$ cat src/rtl/truth_table_sweep_pkg.sv
// Shared types and constants for the truth-table sweep stage: the sweep
// FSM state encoding, the gate geometry and the row-to-bit mapping.
package tt_pkg;

    // Sweep controller states.
    typedef enum logic [1:0] {
        IDLE   = 2'd0,
        SETTLE = 2'd1,
        SAMPLE = 2'd2,
        DONE   = 2'd3
    } tt_state_t;

    // Number of gate inputs and the number of rows in its truth table.
    localparam int TT_INPUTS = 3;
    localparam int TT_ROWS   = 8;

    // Index of the last row; the sweep stops advancing once it gets here.
    localparam logic [TT_INPUTS-1:0] TT_LAST_ROW = TT_INPUTS'(TT_ROWS - 1);

    // Row 000 lands in the MSB so the table reads like the gate's hex name.
    function automatic logic [TT_INPUTS-1:0] row_bit(input logic [TT_INPUTS-1:0] row);
        return TT_LAST_ROW - row;
    endfunction

endpackage

$ cat src/rtl/truth_table_sweep_if.sv
// Bundle of the control handshake and the gate stimulus/response signals.
// The master side requests sweeps and closes the loop through the gate;
// the slave side is the sweep stage itself.
interface truth_table_sweep_if;
    import tt_pkg::*;

    logic                 start;
    logic [TT_ROWS-1:0]   expected;
    logic                 out_sample;
    logic                 in1;
    logic                 in2;
    logic                 in3;
    logic                 busy;
    logic                 done;
    logic [TT_ROWS-1:0]   meas_table;
    logic                 match;
    logic [TT_ROWS-1:0]   mismatch_mask;

    modport master (
        output start,
        output expected,
        output out_sample,
        input  in1,
        input  in2,
        input  in3,
        input  busy,
        input  done,
        input  meas_table,
        input  match,
        input  mismatch_mask
    );

    modport slave (
        input  start,
        input  expected,
        input  out_sample,
        output in1,
        output in2,
        output in3,
        output busy,
        output done,
        output meas_table,
        output match,
        output mismatch_mask
    );

endinterface

$ cat src/rtl/truth_table_sweep_settle_timer.sv
// Loadable down-counter that marks the last settle cycle of a row.
// Loading SETTLE_CYCLES on entry to SETTLE makes expired rise in the
// SETTLE_CYCLES-th settle cycle, so the controller moves to SAMPLE next.
module settle_timer #(
    parameter int unsigned SETTLE_CYCLES = 4
) (
    input  logic clk,
    input  logic rst,
    input  logic load,
    output logic expired
);

    logic [7:0] cnt_q;
    logic [7:0] cnt_d;

    // Reload on request, otherwise count down and rest at zero.
    always_comb begin
        cnt_d = cnt_q;
        if (load) begin
            cnt_d = 8'(SETTLE_CYCLES);
        end else if (cnt_q != 8'd0) begin
            cnt_d = cnt_q - 8'd1;
        end
    end

    // Counter register with synchronous reset.
    always_ff @(posedge clk) begin
        if (rst) begin
            cnt_q <= 8'd0;
        end else begin
            cnt_q <= cnt_d;
        end
    end

    assign expired = (cnt_q <= 8'd1);

endmodule

$ cat src/rtl/truth_table_sweep.sv
// Truth-table sweep stage: walks a 3-input gate through rows 000..111,
// lets each row settle, samples the gate output into the measured table
// and compares the finished table against the expected one.
module truth_table_sweep
    import tt_pkg::*;
#(
    parameter int unsigned SETTLE_CYCLES = 4
) (
    input  logic                 clk,
    input  logic                 rst,
    truth_table_sweep_if.slave   bus
);

    // With no settle time a row is a single SAMPLE cycle, so SETTLE is skipped.
    localparam tt_state_t ROW_ENTRY = (SETTLE_CYCLES == 0) ? SAMPLE : SETTLE;

    tt_state_t              state_q;
    tt_state_t              state_d;
    logic [TT_INPUTS-1:0]   row_q;
    logic [TT_INPUTS-1:0]   row_d;
    logic [TT_ROWS-1:0]     table_q;
    logic [TT_ROWS-1:0]     table_d;
    logic [TT_ROWS-1:0]     expected_q;
    logic [TT_ROWS-1:0]     expected_d;
    logic                   match_q;
    logic                   match_d;
    logic [TT_ROWS-1:0]     mask_q;
    logic [TT_ROWS-1:0]     mask_d;
    logic                   timer_load;
    logic                   timer_expired;

    settle_timer #(
        .SETTLE_CYCLES (SETTLE_CYCLES)
    ) u_settle_timer (
        .clk     (clk),
        .rst     (rst),
        .load    (timer_load),
        .expired (timer_expired)
    );

    // Next-state, row advance, table write and compare for the sweep FSM.
    always_comb begin
        state_d    = state_q;
        row_d      = row_q;
        table_d    = table_q;
        expected_d = expected_q;
        match_d    = match_q;
        mask_d     = mask_q;
        timer_load = 1'b0;

        case (state_q)
            IDLE, DONE: begin
                if (bus.start) begin
                    state_d    = ROW_ENTRY;
                    timer_load = 1'b1;
                    row_d      = '0;
                    table_d    = '0;
                    match_d    = 1'b0;
                    mask_d     = '0;
                    expected_d = bus.expected;
                end else if (state_q == DONE) begin
                    state_d = IDLE;
                end
            end

            SETTLE: begin
                if (timer_expired) begin
                    state_d = SAMPLE;
                end
            end

            SAMPLE: begin
                table_d[row_bit(row_q)] = bus.out_sample;
                if (row_q == TT_LAST_ROW) begin
                    state_d = DONE;
                    match_d = (table_d == expected_q);
                    mask_d  = table_d ^ expected_q;
                end else begin
                    row_d      = row_q + 1'b1;
                    state_d    = ROW_ENTRY;
                    timer_load = 1'b1;
                end
            end

            default: begin
                state_d = IDLE;
            end
        endcase
    end

    // State, row, table and result registers; reset wins over start.
    always_ff @(posedge clk) begin
        if (rst) begin
            state_q    <= IDLE;
            row_q      <= '0;
            table_q    <= '0;
            expected_q <= '0;
            match_q    <= 1'b0;
            mask_q     <= '0;
        end else begin
            state_q    <= state_d;
            row_q      <= row_d;
            table_q    <= table_d;
            expected_q <= expected_d;
            match_q    <= match_d;
            mask_q     <= mask_d;
        end
    end

    assign bus.in1           = row_q[2];
    assign bus.in2           = row_q[1];
    assign bus.in3           = row_q[0];
    assign bus.busy          = (state_q == SETTLE) || (state_q == SAMPLE);
    assign bus.done          = (state_q == DONE);
    assign bus.meas_table    = table_q;
    assign bus.match         = match_q;
    assign bus.mismatch_mask = mask_q;

endmodule

$ cat src/flat_wrapper.sv
// flat-port wrapper written by rule: the top's interface ports become plain ports
module truth_table_sweep_flat import tt_pkg::*;
#(
    parameter int unsigned SETTLE_CYCLES = 4
)
  (clk, rst, bus_start, bus_expected, bus_out_sample, bus_in1, bus_in2, bus_in3, bus_busy, bus_done, bus_meas_table, bus_match, bus_mismatch_mask);
  truth_table_sweep_if bus_i ();
  input  logic clk;
  input  logic rst;
  input wire logic [$bits(bus_i.start)-1:0] bus_start;
  input wire logic [$bits(bus_i.expected)-1:0] bus_expected;
  input wire logic [$bits(bus_i.out_sample)-1:0] bus_out_sample;
  output wire logic [$bits(bus_i.in1)-1:0] bus_in1;
  output wire logic [$bits(bus_i.in2)-1:0] bus_in2;
  output wire logic [$bits(bus_i.in3)-1:0] bus_in3;
  output wire logic [$bits(bus_i.busy)-1:0] bus_busy;
  output wire logic [$bits(bus_i.done)-1:0] bus_done;
  output wire logic [$bits(bus_i.meas_table)-1:0] bus_meas_table;
  output wire logic [$bits(bus_i.match)-1:0] bus_match;
  output wire logic [$bits(bus_i.mismatch_mask)-1:0] bus_mismatch_mask;
  assign bus_i.start = bus_start;
  assign bus_i.expected = bus_expected;
  assign bus_i.out_sample = bus_out_sample;
  assign bus_in1 = bus_i.in1;
  assign bus_in2 = bus_i.in2;
  assign bus_in3 = bus_i.in3;
  assign bus_busy = bus_i.busy;
  assign bus_done = bus_i.done;
  assign bus_meas_table = bus_i.meas_table;
  assign bus_match = bus_i.match;
  assign bus_mismatch_mask = bus_i.mismatch_mask;
  truth_table_sweep #(.SETTLE_CYCLES(SETTLE_CYCLES)) u_core (.clk(clk), .rst(rst), .bus(bus_i));
endmodule
$ cat config.mk
export PLATFORM = sky130hd
export DESIGN_NAME = truth_table_sweep_flat
export DESIGN_NICKNAME = d
export VERILOG_FILES = /design/src/rtl/truth_table_sweep_pkg.sv /design/src/rtl/truth_table_sweep_if.sv /design/src/rtl/truth_table_sweep_settle_timer.sv /design/src/rtl/truth_table_sweep.sv /design/src/flat_wrapper.sv
export SDC_FILE = /design/constraint.sdc
export NUM_CORES = 1
export LEC_CHECK = 0
export ABC_AREA = 0
export BUFFER_PORTS_ARGS = -buffer_cell sky130_fd_sc_hd__buf_4
export CAP_MARGIN = 15
export CORE_UTILIZATION = 25
export DETAILED_ROUTE_END_ITERATION = 10
export GPL_TIMING_DRIVEN = 0
export PLACE_DENSITY = 0.46
export SKIP_CTS_REPAIR_TIMING = 1
export SYNTH_ARGS = -nofsm -noshare
export SYNTH_HDL_FRONTEND = slang
export SYNTH_SLANG_ARGS = --single-unit
export TNS_END_PERCENT = 50
$ cat constraint.sdc
create_clock -name clk -period 2.12 [get_ports clk]
set_input_delay 0.424 -clock clk [delete_from_list [all_inputs] [get_ports clk]]
set_output_delay 0.424 -clock clk [all_outputs]
set_load 0.01 [all_outputs]
# == Word-level counts from Yosys, hierarchy flattened ==
# Index checks and enable logic that the tools add are counted.
# word_totals
reg_bits,38
latchBits,0
ram_bits,0
mem_bits_ro,0
inputBits,12
out_inout_bits,22
wordCells,61
memories,0
# op_classes
addsub,3
multipliers,0
n_div,0
order_cmp,3
eq_ne,10
shifts,0
mux,23
bitwise_logic,1
reduce_logical,13
# ops
cell,n
8-bit case mux with 2 select lines,2
8-bit two-way mux,2
3-bit two-way mux,4
8-bit bitwise mux,1
8-bit == test,1
8-bit by 1-bit <= comparator with 1-bit output (second input constant),1
2-bit two-way mux,4
8-bit nonzero test,1
8-bit by 1-bit subtractor with 8-bit output (second input constant),1
8-bit bitwise XOR,1
2-bit case mux with 3 select lines,1
3-bit case mux with 2 select lines,1
2-bit AND reduction,3
3-bit AND reduction,2
1-bit two-way mux,5
2-bit == test (second input constant),2
3-bit by 4-bit < comparator with 1-bit output (second input constant),1
2-bit by 1-bit != test with 1-bit output (second input constant),2
2-bit != test (second input constant),2
1-bit case mux with 2 select lines,2
2-bit nonzero test,2
2-bit OR reduction,2
3-bit by 1-bit adder with 3-bit output (second input constant),1
1-bit demux with 3-bit select,1
other kinds (8),8

# == Longest topological paths before layout ==
# Gate-level depths: netlist (run 1).
# logic_depth
word_depth,9
mapped_depth,8
mapped_depth_nobuf,7

# == Cells and area by module ==
# From an unflattened synthesis (run 1), not the netlist that was laid out.
# unflattened
cells_unflattened,224
hier_area_um2,1946.9
# by_module_without_submodules
mod,instances,cells_per_inst,area_each_um2,seq_area_each_um2
truth_table_sweep,1,170,1493.9,600.6
settle_timer,1,54,452.9,160.2

# == Worst setup path before layout (run 1) ==
# OpenSTA, ideal clock, no wires.
# synth_timing
path_kind,register -> register
from,register u_core.state_q[0]
to,"register u_core.match_q, in the netlist u_core.bus.match"
setup_ps,60
arrival_time_ps,1755
t_required_ps,2060
path_slack_ps,305
stages_incl_launch_ff,8
period_less_slack_ps,1815
path_cell_list,dfxtp_1 > inv_1 > ha_1 > clkbuf_1 > nor2b_1 > nor3_2 > nor3b_1 > a32o_1
# synth_between
elab_chain_cells,4
elab_cells_between_ends,9
# synth_rtl
element,line,source
"start, declared",truth_table_sweep.sv:17,tt_state_t state_q;
"start signal, assigned",truth_table_sweep.sv:101,state_q <= state_d;
2-bit == test or 2-bit logical NOT (tied branches),truth_table_sweep.sv:51,case (state_q)
2-bit OR reduction,truth_table_sweep.sv:51,
2-bit != test (no line) or 2-bit nonzero test (tied branches),--,
3-bit AND reduction (no line),--,
"end signal, assigned",truth_table_sweep.sv:105,match_q <= match_d;
"end, declared",truth_table_sweep.sv:25,logic match_q;
# Several ways; a longest one is shown, not always the timed one.
# A chain may end at the register's enable or synchronous reset.

# == Worst setup path in the final report (run 1) ==
# layout_timing
from,register u_core.row_q[2]
to,"register u_core.match_q, in the netlist u_core.bus.match"
# layout_between
elab_chain_cells,9
elab_cells_between_ends,13
# layout_rtl
element,line,source
"start, declared",truth_table_sweep.sv:19,logic [TT_INPUTS-1:0] row_q;
"start signal, assigned",truth_table_sweep.sv:102,row_q <= row_d;
3-bit subtractor,truth_table_sweep_pkg.sv:22,return TT_LAST_ROW - row;
3-bit by 4-bit < comparator with 1-bit output (not written as such) or 3-bit by 1-bit greater-or-equal comparator with 1-bit output (tied branches),truth_table_sweep.sv:73,table_d[row_bit(row_q)] = bus.out_sample;
1-bit logical AND (not written as such),truth_table_sweep.sv:73,
1-bit two-way mux (not written as such),truth_table_sweep.sv:73,
1-bit demux with 3-bit select,--,
8-bit bitwise mux,truth_table_sweep.sv:73,
8-bit == test,truth_table_sweep.sv:76,match_d = (table_d == expected_q);
1-bit two-way mux,truth_table_sweep.sv:74,if (row_q == TT_LAST_ROW) begin
1-bit case mux with 2 select lines,truth_table_sweep.sv:51,
# Several ways; a longest one is shown, not always the timed one. The select of a mux whose other input is x is not followed.

==> results of run 1 <==
-- flip-flops by register name (all words and copies together) (netlist names) --
register / count
u_core.row_q: 3
u_core.bus.meas_table: 8
u_core.bus.mismatch_mask: 8
u_core.bus.match: 1
u_core.expected_q: 8
u_core.state_q: 2
u_core.u_settle_timer.cnt_q: 8
-- layout make-up --
class / instances / area share
Buffer: 10 / 0.02083
Clock buffer: 5 / 0.02865
Clock inverter: 3 / 0.02865
Inverter: 6 / 0.009375
Multi-Input combinational cell: 165 / 0.4474
Sequential cell: 38 / 0.3167
Tap cell: 99 / 0.05156
Timing Repair Buffer: 31 / 0.09688
-- stage by stage --
step / setup slack, ps / TNS, ps / std cells
after floorplan: 304.7 / 0 / 221
after global placement: -49.14 / -97.47 / 351
after detailed placement: -73.62 / -119.4 / 351
after CTS: -93.08 / -240.7 / 359
after global routing: 78.72 / 0 / 357
final: 259.7 / 0 / 357
-- kinds of logic after synthesis --
| family | Yosys count |
|---|---|
| simple gates | 85 |
| xor+xnor | 13 |
| buf+inv | 18 |
| compound gates | 50 |
| mux | 9 |
| fa+ha+maj | 8 |
| flops | 38 |
-- layout by cell type (no fill, tap or decap), types with 2 or more instances in the layout --
cell type,netlist,layout
a21oi_1,17,16
a22oi_1,17,17
and3_1,2,2
and3b_1,2,2
buf_4,3,34
bufinv_16,0,2
clkbuf_1,8,6
clkbuf_8,0,5
dfxtp_1,38,38
ha_1,8,7
inv_1,6,6
mux2i_1,8,8
nand2_1,23,21
nand2_2,0,2
nand2b_1,2,2
nand3_1,2,2
nand3b_1,2,2
nor2_1,34,33
nor2b_1,4,3
nor3_1,4,4
nor3b_1,2,2
nor3b_2,2,2
nor4_1,2,2
o21ai_0,7,7
xnor2_1,12,12
-- layer usage --
| metal | vias to the layer above | part of all wire | GRT usage |
|---|---|---|---|
| met5 | - | 0 | 0 |
| met4 | 0 | 0.018 | 0.05718 |
| met3 | 7 | 0.032 | 0.02705 |
| met2 | 26 | 0.43 | 0.2028 |
| met1 | 726 | 0.52 | 0.1783 |
| li1 | 842 | - | - |
-- tightest hold or removal path, cell delays in order --
cell     delay [ps]
buf_4           110
nand2_1          50
a21oi_1          50
-- where the power goes --
group / switching [µW] / leakage [µW] / internal (µW)
Sequential: 70.9 / 0.000309 / 799
Clock: 278 / 0.0000683 / 472
Combinational: 469 / 0.000588 / 305
-- how the worst max path moves through the flow --
stage | slack [ps] | startpoint | cells past startpoint | to
CTS | -90 | u_core.state_q[0] | 7 | u_core.bus.match
global placement | -50 | u_core.state_q[0] | 7 | u_core.bus.match
floorplan | 300 | u_core.state_q[0] | 7 | u_core.bus.match
finish | 260 | u_core.row_q[2] | 6 | u_core.bus.match
detailed placement | -70 | u_core.state_q[0] | 7 | u_core.bus.match
global route | 80 | u_core.state_q[0] | 7 | u_core.bus.meas_table[3]
==> reports/qor.csv, run 1 <==
stage,metric,value,unit
synth,"EDFF count, synth",0,
die,FP Rows,31,
synth,Yosys top cell by area,dfxtp_1,
clocking,worst-case clock buffer depth,2,
detailed_routing,drt first pass iters,4,
synth,gate count of the mapped netlist,221,
synth,Adder-Cell Fraction of Synth Area,0.05316,
die,core area,7253,µm²
cells_and_area,Area Growth Syn to Fin,27.57,%
power_and_ir_drop,Leakage,0.0009655,µW
worst_setup_path,FF-to-FF End,u_core.bus.match,
global_route,GRT overflow,0,
placed_design,DP Area,2240,µm²
worst_setup_path,crit-path cells,buf_4 > nor3b_1 > mux2i_1 > xnor2_1 > nor4_1 > a32o_1,
global_route,initial antenna violation count,0,
placed_design,Port Buffer Count,31,
cells_and_area,Layout Cell Area excl Fill,2402,µm²
worst_setup_path,R2R depth,6,
die,Die Y,88.79,µm
synth,simple-gate area share of the yosys netlist,0.2199,
synth,largest family of logic cells by synthesized area,simple AND/OR/NAND/NOR gates,
cells_and_area,antenna fix cells,0,
worst_setup_path,crit end category,flip-flop,
sta,Final Hold Viols,0,
die,Die ar.,7884,µm²
synth,synthesized area,1883,µm²
clocking,Root Buffer,clkbuf_8,
synth,Post-Synth XOR/XNOR Area,0.06047,
cells_and_area,fin util,0.3312,
synth,register area share after synthesis,0.4040,
synth,ranking of synthesized cells by area,"dfxtp_1 (40%), a22oi_1 (6.8%), nor2_1 (6.8%), xnor2_1 (5.6%), ha_1 (5.3%)",
sta,measured slew at the worst slew-check pin,563.5,ps
worst_setup_path,"CP delay by family, top",simple AND/OR/NAND/NOR gates,
sta,final setup fails,0,
worst_setup_path,Critical Path AT,2100,ps
job,number of max-cap violations,0,
synth,Yosys warning total,0,
synth,async set or reset register ratio after synthesis,0,
synth,"Primary FF master, synth",dfxtp_1,
cells_and_area,fillers,774,
power_and_ir_drop,maximum vdd drop,0.3529,mV
worst_setup_path,"Buf+Inv Stages, Crit Path",1,
sta,Slew HR,0.6243,
global_route,Global Route Usage Sum,0.1319,
sta,Worst Clk Skew,4.218,ps
synth,mux contribution to synthesized area,0.04850,
detailed_routing,Post-Route WL,4676,µm
worst_setup_path,Reg2Reg Setup Slack,260,ps
cells_and_area,fraction of layout cells with a size suffix above 1,0.2093,
sta,worst hold slack,378.4,ps
sta,Final Max Slew Viols,0,
sta,Max Fclk,537.6,MHz
clocking,worst skew pair latency,290,ps
synth,synth cell count leaders,"dfxtp_1 (38), nor2_1 (34), nand2_1 (23)",
power_and_ir_drop,pwr/cell area,996.0,nW/µm²
cells_and_area,Sequential cell area,760.7,µm²
clocking,CTS tree,yes,
worst_setup_path,crit path max fanout,10,
die,IO Pins,34,
worst_setup_path,Worst setup SP type,flip-flop,
clocking,H-tree Lvls,2,
synth,Compound-Gate Fraction of Synth Area,0.1714,
detailed_routing,wire per inst,13.10,µm
synth,Unique masters post-synth,38,
detailed_routing,Remaining DRCs,0,
detailed_routing,First DRT Iteration DRCs,75,
detailed_routing,vias per inst,4.485,
detailed_routing,Final ANT Viol Nets,0,
synth,Yosys reg bits,38,
die,die width,88.79,µm
synth,syn nets,241,
hold_path,Min-Delay Path Class,in2reg,
outcome,status,"finished, final reports clean",
worst_setup_path,CP max stage delay,360,ps
hold_path,Hold Startpoint,bus_expected[3],
clocking,CTS Buf Count,5,
die,Initial Util,0.2596,
placed_design,Final HPWL DP,3387,µm
power_and_ir_drop,overall power,2393,µW
sta,"Period Utilization, post-route",0.8775,
hold_path,Hold EP,u_core.expected_q[3],
hold_path,WHS Path Cells,3,
worst_setup_path,"Worst Path Class, Setup",reg2reg,
clocking,clk sinks,38,
worst_setup_path,worst r2r src,u_core.row_q[2],
global_route,largest net degree at the start of global routing,14,
synth,Synth top area share,0.4040,
sta,Tmin final,1860,ps
global_route,global-route wire length before repair,7762,µm
global_route,vias in the first global route,1566,
synth,Syn Area/Cell,8.521,µm²
clocking,"Clk pin slew, worst setup/hold paths",80,ps
worst_setup_path,Critical Path RT,2360,ps
synth,"count leader, synth",dfxtp_1,
placed_design,GP Congestion,0.7093,
detailed_routing,via count,1601,
worst_setup_path,Worst path slowest cell,dfxtp_1,
sta,RSZ-0062 raised after global routing,no,
cells_and_area,# nets final,277,
cells_and_area,area of the multi-input gates,1075,µm²
Note: power is estimated with default switching activity, not from simulation.
==> inputs of run 2 (changes only) <==
--- a/config.mk
+++ b/config.mk
@@ -8,10 +8,12 @@
 export ABC_AREA = 0
 export BUFFER_PORTS_ARGS = -buffer_cell sky130_fd_sc_hd__buf_4
 export CAP_MARGIN = 15
+export CELL_PAD_IN_SITES_DETAIL_PLACEMENT = 1
+export CELL_PAD_IN_SITES_GLOBAL_PLACEMENT = 2
 export CORE_UTILIZATION = 25
 export DETAILED_ROUTE_END_ITERATION = 10
 export GPL_TIMING_DRIVEN = 0
-export PLACE_DENSITY = 0.46
+export PLACE_DENSITY = 0.67
 export SKIP_CTS_REPAIR_TIMING = 1
 export SYNTH_ARGS = -nofsm -noshare
 export SYNTH_HDL_FRONTEND = slang
==> run 2 against run 1 <==
Clock-buffer cell count rose by 1. Wire length up 11%. Setup slack worse by 43 ps. Register-to-register slack worse by 40 ps. Largest cell class unchanged. Clock power is 31% lower.
==> reports/qor.csv, run 2 (synthesized netlist as in run 1, its figures left out) <==
stage,metric,value,unit,change
outcome,status,"finished, final reports clean",,
cells_and_area,fillers,898,,+16%
detailed_routing,Remaining DRCs,0,,unchanged
detailed_routing,vias per inst,4.636,,+3.4%
cells_and_area,fraction of layout cells with a size suffix above 1,0.2093,,unchanged
placed_design,Port Buffer Count,31,,unchanged
detailed_routing,drt first pass iters,4,,unchanged
clocking,clk sinks,38,,unchanged
die,Initial Util,0.2596,,unchanged
die,die width,88.79,µm,unchanged
worst_setup_path,R2R depth,6,,unchanged
power_and_ir_drop,maximum vdd drop,0.3089,mV,-12%
cells_and_area,# nets final,277,,unchanged
detailed_routing,wire length on met3,145,µm,-3.3%
detailed_routing,DR WL met2,2321,µm,+15%
sta,Tmin final,1904,ps,+43.24 ps
global_route,initial antenna violation count,0,,unchanged
die,FP Rows,31,,unchanged
detailed_routing,wire per inst,14.50,µm,+11%
clocking,CTS tree,yes,,
power_and_ir_drop,Leakage,0.0009470,µW,-1.9%
cells_and_area,"commonest non-fill, non-tap cells in the layout","dfxtp_1 (38), buf_4 (34), nor2_1 (33)",,
detailed_routing,Top Metal Used,met4,,
worst_setup_path,FF-to-FF End,u_core.bus.match,,
cells_and_area,fin util,0.3252,,-0.006038
sta,measured slew at the worst slew-check pin,555.4,ps,-8.078 ps
hold_path,Min-Delay Path Class,in2reg,,
die,core area,7253,µm²,unchanged
sta,"Period Utilization, post-route",0.8979,,+0.02040
placed_design,Final HPWL DP,3839,µm,+13%
clocking,"Clk pin slew, worst setup/hold paths",80,ps,about the same
worst_setup_path,"Worst Path Class, Setup",reg2reg,,
placed_design,dpl cells,351,,unchanged
cells_and_area,post-route insts no fill,357,,unchanged
clocking,CTS Buf Count,5,,unchanged
cells_and_area,Sequential cell area,760.7,µm²,unchanged
power_and_ir_drop,overall power,2186,µW,-8.7%
die,Die ar.,7884,µm²,unchanged
global_route,Global Route Usage Sum,0.1411,,+0.009198
clocking,worst-case clock buffer depth,2,,unchanged
cells_and_area,Area Growth Syn to Fin,25.25,%,
job,number of max-cap violations,0,,unchanged
worst_setup_path,Reg2Reg Setup Slack,220,ps,-40 ps
worst_setup_path,"CP delay by family, top",simple AND/OR/NAND/NOR gates,,
sta,RSZ-0062 raised after global routing,no,,
clocking,Root Buffer,clkbuf_8,,
worst_setup_path,Worst path slowest cell,dfxtp_1,,
hold_path,WHS Path Cells,3,,unchanged
clocking,H-tree Lvls,2,,unchanged
sta,Final Max Slew Viols,0,,unchanged
die,IO Pins,34,,unchanged
power_and_ir_drop,pwr/cell area,926.7,nW/µm²,-7.0%
worst_setup_path,crit path max fanout,10,,unchanged
hold_path,Hold Startpoint,bus_expected[3],,
global_route,GRT overflow,0,,unchanged
worst_setup_path,"Buf+Inv Stages, Crit Path",1,,unchanged
die,Die Y,88.79,µm,unchanged
detailed_routing,Post-Route WL,5178,µm,+11%
sta,Slew HR,0.6297,,+0.005385
worst_setup_path,worst r2r src,u_core.row_q[2],,
detailed_routing,First DRT Iteration DRCs,54,,-28%
detailed_routing,routed length on met1,2652,µm,+9.3%
worst_setup_path,crit end category,flip-flop,,
global_route,global-route wire length before repair,8231,µm,+6.0%
worst_setup_path,Critical Path AT,2150,ps,+50 ps
sta,Max Fclk,525.3,MHz,-2.3%
worst_setup_path,Worst setup SP type,flip-flop,,
detailed_routing,via count,1655,,+3.4%
sta,final setup fails,0,,unchanged
clocking,worst skew pair latency,300,ps,about the same
global_route,largest net degree at the start of global routing,13,,-1
cells_and_area,"commonest non-fill, non-tap cell in the layout",dfxtp_1,,
hold_path,Hold EP,u_core.expected_q[3],,
worst_setup_path,CP max stage delay,370,ps,about the same
cells_and_area,area of the multi-input gates,1082,µm²,+0.70%
worst_setup_path,Critical Path RT,2370,ps,about the same
global_route,vias in the first global route,1648,,+5.2%
sta,Worst Clk Skew,8.501,ps,+4.283 ps
sta,Final Hold Viols,0,,unchanged
worst_setup_path,crit-path cells,buf_4 > nor3b_2 > mux2i_1 > xnor2_1 > nor4_1 > a32o_1,,
cells_and_area,antenna fix cells,0,,unchanged
placed_design,GP Congestion,0.7008,,-1.2%
detailed_routing,Final ANT Viol Nets,0,,unchanged
sta,setup TNS,0,ps,unchanged
run 2: worst min-delay path: stages:
cell     delay [ps]
buf_4           110
nand2_1          50
a21oi_1          50
run 2: through the flow:
step	setup WS, ps	area (µm²)	hold slack, ps
after floorplan	304.7	1883	448.2
after global placement	-58.44	2240	458.6
after detailed placement	-101.8	2240	462.3
after CTS	-112.3	2326	364.9
after global routing	6.433	2359	377.8
final	216.5	2359	370.8
run 2: worst max-delay path by stage:
stage | slack [ps] | startpoint | depth (start not counted) | endpoint
6_report | 220 | u_core.row_q[2] | 6 | u_core.bus.match
4_1_cts | -110 | u_core.state_q[0] | 8 | u_core.u_settle_timer.cnt_q[6]
5_1_grt | 6 | u_core.row_q[2] | 6 | u_core.bus.match
3_5_place_dp | -100 | u_core.state_q[0] | 8 | u_core.u_settle_timer.cnt_q[6]
3_3_place_gp | -60 | u_core.state_q[0] | 8 | u_core.u_settle_timer.cnt_q[5]
2_1_floorplan | 300 | u_core.state_q[0] | 7 | u_core.bus.match
run 2: area by class of cell:
| type | count | share of cell area |
|---|---|---|
| buffer | 10 | 0.02122 |
| clock buffer | 6 | 0.03077 |
| clock inverter | 2 | 0.005836 |
| inverter | 6 | 0.009549 |
| multi-input combinational | 165 | 0.4589 |
| sequential | 38 | 0.3225 |
| tap | 99 | 0.05252 |
| timing repair buffer | 31 | 0.09867 |
run 2: power by group:
group / leakage [µW] / total [µW] / internal (µW) / switching, µW
Combinational: 0.000593 / 796 / 306 / 490
Clock: 0.0000452 / 515 / 233 / 282
Sequential: 0.000309 / 875 / 799 / 76.3
Total: 0.000947 / 2190 / 1340 / 848
run 2: per-layer routing:
| metal | global-route usage | vias to the layer above |
|---|---|---|
| li1 | - | 836 |
| met1 | 0.1964 | 787 |
| met2 | 0.2168 | 26 |
| met3 | 0.03078 | 6 |
| met4 | 0.04399 | 0 |
| met5 | 0 | - |
